===== src/rtl/uart_tx_arbiter.sv =====
// Round-robin arbiter sharing one uart_transmitter between two byte requesters.
// Sequences Tx_WR/Tx_EN/Tx_BUSY, acks or errors the winner, and freezes baud_select mid-frame.
module uart_tx_arbiter #(
    parameter int unsigned START_TIMEOUT = 64,
    parameter int unsigned CNT_W         = 7
) (
    input  logic       clk,
    input  logic       reset,
    input  logic       req0,
    input  logic [7:0] data0,
    input  logic       req1,
    input  logic [7:0] data1,
    input  logic [2:0] baud_cfg,
    input  logic       Tx_BUSY,
    output logic [7:0] Tx_DATA,
    output logic       Tx_WR,
    output logic       Tx_EN,
    output logic [2:0] baud_select,
    output logic       ack0,
    output logic       ack1,
    output logic       err0,
    output logic       err1,
    output logic       busy
);

    typedef enum logic [2:0] {
        StIdle,
        StArb,
        StWaitStart,
        StSending,
        StDone
    } state_e;

    localparam logic [CNT_W-1:0] TimeoutLast = CNT_W'(START_TIMEOUT - 1);

    state_e           state_q, state_d;
    logic             grant_q, grant_d;
    logic             last_grant_q, last_grant_d;
    logic [CNT_W-1:0] cnt_q, cnt_d;
    logic [7:0]       tx_data_q, tx_data_d;
    logic             tx_wr_q, tx_wr_d;
    logic             tx_en_q, tx_en_d;
    logic [2:0]       baud_q, baud_d;
    logic             ack0_q, ack0_d;
    logic             ack1_q, ack1_d;
    logic             err0_q, err0_d;
    logic             err1_q, err1_d;
    logic             busy_q, busy_d;

    always_comb begin
        state_d      = state_q;
        grant_d      = grant_q;
        last_grant_d = last_grant_q;
        cnt_d        = cnt_q;
        tx_data_d    = tx_data_q;
        tx_wr_d      = tx_wr_q;
        tx_en_d      = tx_en_q;
        baud_d       = baud_q;
        ack0_d       = 1'b0;
        ack1_d       = 1'b0;
        err0_d       = 1'b0;
        err1_d       = 1'b0;

        unique case (state_q)
            StIdle: begin
                baud_d = baud_cfg;
                // A stale frame still on the wire blocks arbitration.
                if (!Tx_BUSY && (req0 || req1)) begin
                    grant_d      = (req0 && req1) ? ~last_grant_q : req1;
                    last_grant_d = grant_d;
                    state_d      = StArb;
                end
            end
            StArb: begin
                tx_data_d = grant_q ? data1 : data0;
                tx_en_d   = 1'b1;
                tx_wr_d   = 1'b1;
                cnt_d     = '0;
                state_d   = StWaitStart;
            end
            StWaitStart: begin
                if (Tx_BUSY) begin
                    tx_wr_d = 1'b0;
                    state_d = StSending;
                end else if (cnt_q == TimeoutLast) begin
                    tx_wr_d = 1'b0;
                    tx_en_d = 1'b0;
                    err0_d  = ~grant_q;
                    err1_d  = grant_q;
                    state_d = StIdle;
                end else begin
                    cnt_d = cnt_q + CNT_W'(1);
                end
            end
            StSending: begin
                if (!Tx_BUSY) begin
                    ack0_d  = ~grant_q;
                    ack1_d  = grant_q;
                    tx_en_d = 1'b0;
                    state_d = StDone;
                end
            end
            StDone: begin
                state_d = StIdle;
            end
            default: begin
                state_d = StIdle;
            end
        endcase

        busy_d = (state_d != StIdle);
    end

    always_ff @(posedge clk) begin
        if (reset) begin
            state_q      <= StIdle;
            grant_q      <= 1'b0;
            last_grant_q <= 1'b1;
            cnt_q        <= '0;
            tx_data_q    <= 8'h00;
            tx_wr_q      <= 1'b0;
            tx_en_q      <= 1'b0;
            baud_q       <= 3'b111;
            ack0_q       <= 1'b0;
            ack1_q       <= 1'b0;
            err0_q       <= 1'b0;
            err1_q       <= 1'b0;
            busy_q       <= 1'b0;
        end else begin
            state_q      <= state_d;
            grant_q      <= grant_d;
            last_grant_q <= last_grant_d;
            cnt_q        <= cnt_d;
            tx_data_q    <= tx_data_d;
            tx_wr_q      <= tx_wr_d;
            tx_en_q      <= tx_en_d;
            baud_q       <= baud_d;
            ack0_q       <= ack0_d;
            ack1_q       <= ack1_d;
            err0_q       <= err0_d;
            err1_q       <= err1_d;
            busy_q       <= busy_d;
        end
    end

    assign Tx_DATA     = tx_data_q;
    assign Tx_WR       = tx_wr_q;
    assign Tx_EN       = tx_en_q;
    assign baud_select = baud_q;
    assign ack0        = ack0_q;
    assign ack1        = ack1_q;
    assign err0        = err0_q;
    assign err1        = err1_q;
    assign busy        = busy_q;

endmodule


===== config.mk =====
export PLATFORM = sky130hd
export DESIGN_NAME = uart_tx_arbiter
export DESIGN_NICKNAME = d
export VERILOG_FILES = /design/src/rtl/uart_tx_arbiter.sv
export SDC_FILE = /design/constraint.sdc
export NUM_CORES = 1
export LEC_CHECK = 0
export ABC_AREA = 1
export CORE_UTILIZATION = 40
export DETAILED_ROUTE_END_ITERATION = 10
export GPL_ROUTABILITY_DRIVEN = 0
export PLACE_DENSITY = 0.73
export SLEW_MARGIN = 20
export SYNTH_ARGS = -nofsm -noshare
export SYNTH_HDL_FRONTEND = slang
export SYNTH_SLANG_ARGS = --single-unit

===== constraint.sdc =====
create_clock -name clk -period 1.4 [get_ports clk]
set_clock_uncertainty 0.15 [all_clocks]
set_input_delay 0.14 -clock clk [delete_from_list [all_inputs] [get_ports clk]]
set_output_delay 0.14 -clock clk [all_outputs]
set_load 0.01 [all_outputs]

==> summary.md <==
| Metric | Value |
|---|---|
| Outcome | finished clean |
| CP Data Arrival Time | 1460 ps |
| CP required | 1500 ps |
| Slowest cell on crit path | dfxtp_2 |
| PortBufs | 41 |
| Leakage | 0.000976 µW |
| DRC | 0 |
| Clock Latency Late Sink | 340 ps |
| Syn-to-layout area delta | 54.8% |
| Clock Pin Slew Worst Setup and Hold Paths | 100 ps |
| Initial Utilization | 42.9% |
| Seq pwr share | 40.4% |
| Synth Register Bits | 30 |
| TritonCTS buffer count | 5 |
| Clk buf depth | 2 |
| DP Area | 1890 µm² |
| Part of the power in the clock network | 39.0% |
| Synth Area in Adders | 0.940% |
| Final ANT Viol Nets | 0 |
| Final Max Tran Viols | 0 |
| # diodes | 0 |
| Critical path class | reg -> reg |
| Gate Count Post-Synth | 189 |
| Area share of the largest cell type after synthesis | 45.1% |
| Vias in the first global route | 1034 |
| Die Span Y | 59.7 µm |
| Register area share after synthesis | 45.1% |
| FF-to-FF setup slack | 50 ps |
| Pre-antenna DRT Iters | 4 |
| Worst setup SP type | register |
| Crit path cell chain | buf_4, buf_4, nand3_1, nor2_1, nand3_1, nand2_1, nor2_1 |
| Pin count of the biggest net entering global routing | 24 |
| TNS Setup | 0 ps |
| Remaining Overflow, GRT | 0 |
| Worst VDD drop | 0.731 mV |
| Slew headroom | 80.6% |
| Area contributors post-synth | dfxtp_1, nand2_1, a21oi_1, inv_1, nand3_1 |
| Io pins | 42 |
| CTS tree | yes |
| Number of enable flip-flop cells after synthesis | 0 |
| Via count | 1303 |
| DR WL/cell | 10.6 µm |
| Largest stage delay on the critical path | 370 ps |
| Post-route minimum period | 1350 ps |
| Cell Area, Synth | 1330 µm² |
| Syn nets | 214 |
| Layout fillers | 292 |
| Vias per inst | 4.45 |
| Synth Flop Type | dfxtp_1 |
| Design area | 2060 µm² |
| Setup violators final | 0 |
| Slew @ Worst Pin | 289 ps |
| Top cells by count, synth | nand2_1, dfxtp_1, inv_1, a21oi_1, nand3_1 |
| Antenna violations before repair | 0 |
| Mux cell area share after synthesis | 0% |
| Drt total wl | 3090 µm |
| Largest family of logic cells by synthesized area | simple AND/OR/NAND/NOR gates |
| Syn Area/Cell | 7.04 µm² |
| Sw frac | 25.4% |
| Max-cap violation count | 0 |
| CP endpoint kind | register |
| Logic pwr share | 20.5% |
| Hold violation total from the final report | 0 |
| Switching pwr | 602 µW |
| Most frequent cell after synthesis | nand2_1 |
| Pwr Density | 1150 nW/µm² |
| Core Rows | 20 |
| Unique masters post-synth | 20 |
| Multi-input gate area | 676 µm² |
| Htree depth | 2 |
| Asr flop ratio synth | 0% |
| Hold WC Path Type | in -> reg |
| Die Area | 3560 µm² |
| Fmax | 0.739 GHz |
| Synth Area in XOR/XNOR | 0% |
| YS warnings | 0 |
| Unrepaired setup endpoints after global routing | true |
| CP max FO | 3 |
| DP Wirelength | 2150 µm |
| Final-stage net count | 273 |
| Root Driver | clkbuf_4 |
| First-pass GRT wire length | 4600 µm |
| Worst path bufs/invs | 2 |
| Starting DRT DRC Count | 37 |
| CP top delay family | simple AND/OR/NAND/NOR gates |
| Core area | 3100 µm² |
| Simple-gate share of the synthesized area | 33.5% |
| Die width | 59.7 µm |
| Synth Area in Compound Gates | 11.7% |
| Internal | 1770 µW |
| Area leader, netlist | dfxtp_1 |
| Period utilisation layout | 96.7% |
| Total GRT Usage | 17.9% |
| Layout cells sized above 1 | 18.5% |
| Clock sink count | 30 |
| Flip-flop and latch area | 608 µm² |
cell usage in the layout (no fill, tap or decap), drive strengths merged:
cell | synthesis | routed
bufinv | 0 | 2
nor4 | 1 | 1
nand4 | 1 | 1
nor3 | 1 | 1
nand3 | 17 | 17
o21a | 1 | 1
nor2 | 15 | 15
clkdlybuf4s50 | 0 | 23
clkinv | 2 | 2
a21oi | 18 | 18
clkbuf | 0 | 6
o21bai | 1 | 1
inv | 24 | 24
dfxtp | 30 | 30
buf | 4 | 15
nand2 | 63 | 63
o21ai | 10 | 10
dlygate4sd2 | 0 | 18
ha | 1 | 1
tightest hold or removal path, delay by kind of cell:
family | cells | cell delay, ps
buffers and inverters | 1 | 400
and+or+nand+nor | 2 | 110
repair_timing:
item                                    4_1_cts  5_1_grt
resized for setup                            18       19
hold buffers                                  0        0
pin swaps                                     0        8
buffers inserted                              0        2
hold endpoints to repair                      0        0
endpoints found under the setup margin       18        9
cloned                                        0        0
power groups by stage:
stage                     clock network (µW)  registers, µW  logic, µW
after floorplan                            0           1000        205
after global placement                     0            976        482
after detailed placement                   0            976        483
after CTS                                945            955        450
after global routing                     991            967        536
final                                    925            958        486
cell families after synthesis:
| group | Yosys count |
|---|---|
| AO/OA/AOI/OAI | 30 |
| buffers and inverters | 30 |
| flip-flops | 30 |
| adder cells (fa/ha/maj) | 1 |
| AND/OR/NAND/NOR | 98 |
layout make-up:
| type | instances | share of cell area [%] |
|---|---|---|
| inverters | 26 | 4.74 |
| clock buffers | 6 | 2.49 |
| multi-input cells | 129 | 32.8 |
| well taps | 44 | 2.67 |
| flip-flops and latches | 30 | 29.5 |
| repair buffers | 56 | 24.9 |
| clock inverters | 2 | 2.91 |
final timing paths:
check	start	end	cells past startpoint
hold / removal	baud_cfg[2]	baud_select[2]	3
setup reg to reg	cnt_q[0]	cnt_q[5]	7
setup / recovery	cnt_q[0]	cnt_q[5]	7
hold reg to reg	Tx_DATA[7]	Tx_DATA[7]	2
registers in the layout (all words and copies together) (netlist names):
signal / cells
Tx_DATA: 8
cnt_q: 7
baud_select: 3
state_q: 3
Tx_EN: 1
Tx_WR: 1
ack0: 1
ack1: 1
busy: 1
err0: 1
err1: 1
grant_q: 1
last_grant_q: 1
layer usage:
layer	GRT usage, %	wire (µm)
met1	22.9	1450
met2	26.3	1480
met3	7.14	111
met4	7.97	59
met5	0	0
stage by stage:
| stage | util [%] | instances | worst slack [ps] | power (µW) | hold WS [ps] |
|---|---|---|---|---|---|
| floorplan | - | 189 | 16.3 | 1210 | 59.1 |
| global placement | 60.9 | 283 | -48.7 | 1460 | 279 |
| detailed placement | 60.9 | 283 | -102 | 1460 | 285 |
| CTS | 63.7 | 291 | 3.71 | 2350 | 212 |
| global route | 66.4 | 293 | -58.4 | 2490 | 237 |
| finish | 66.4 | 293 | 46.1 | 2370 | 215 |
(Power assumes the default switching activity.)
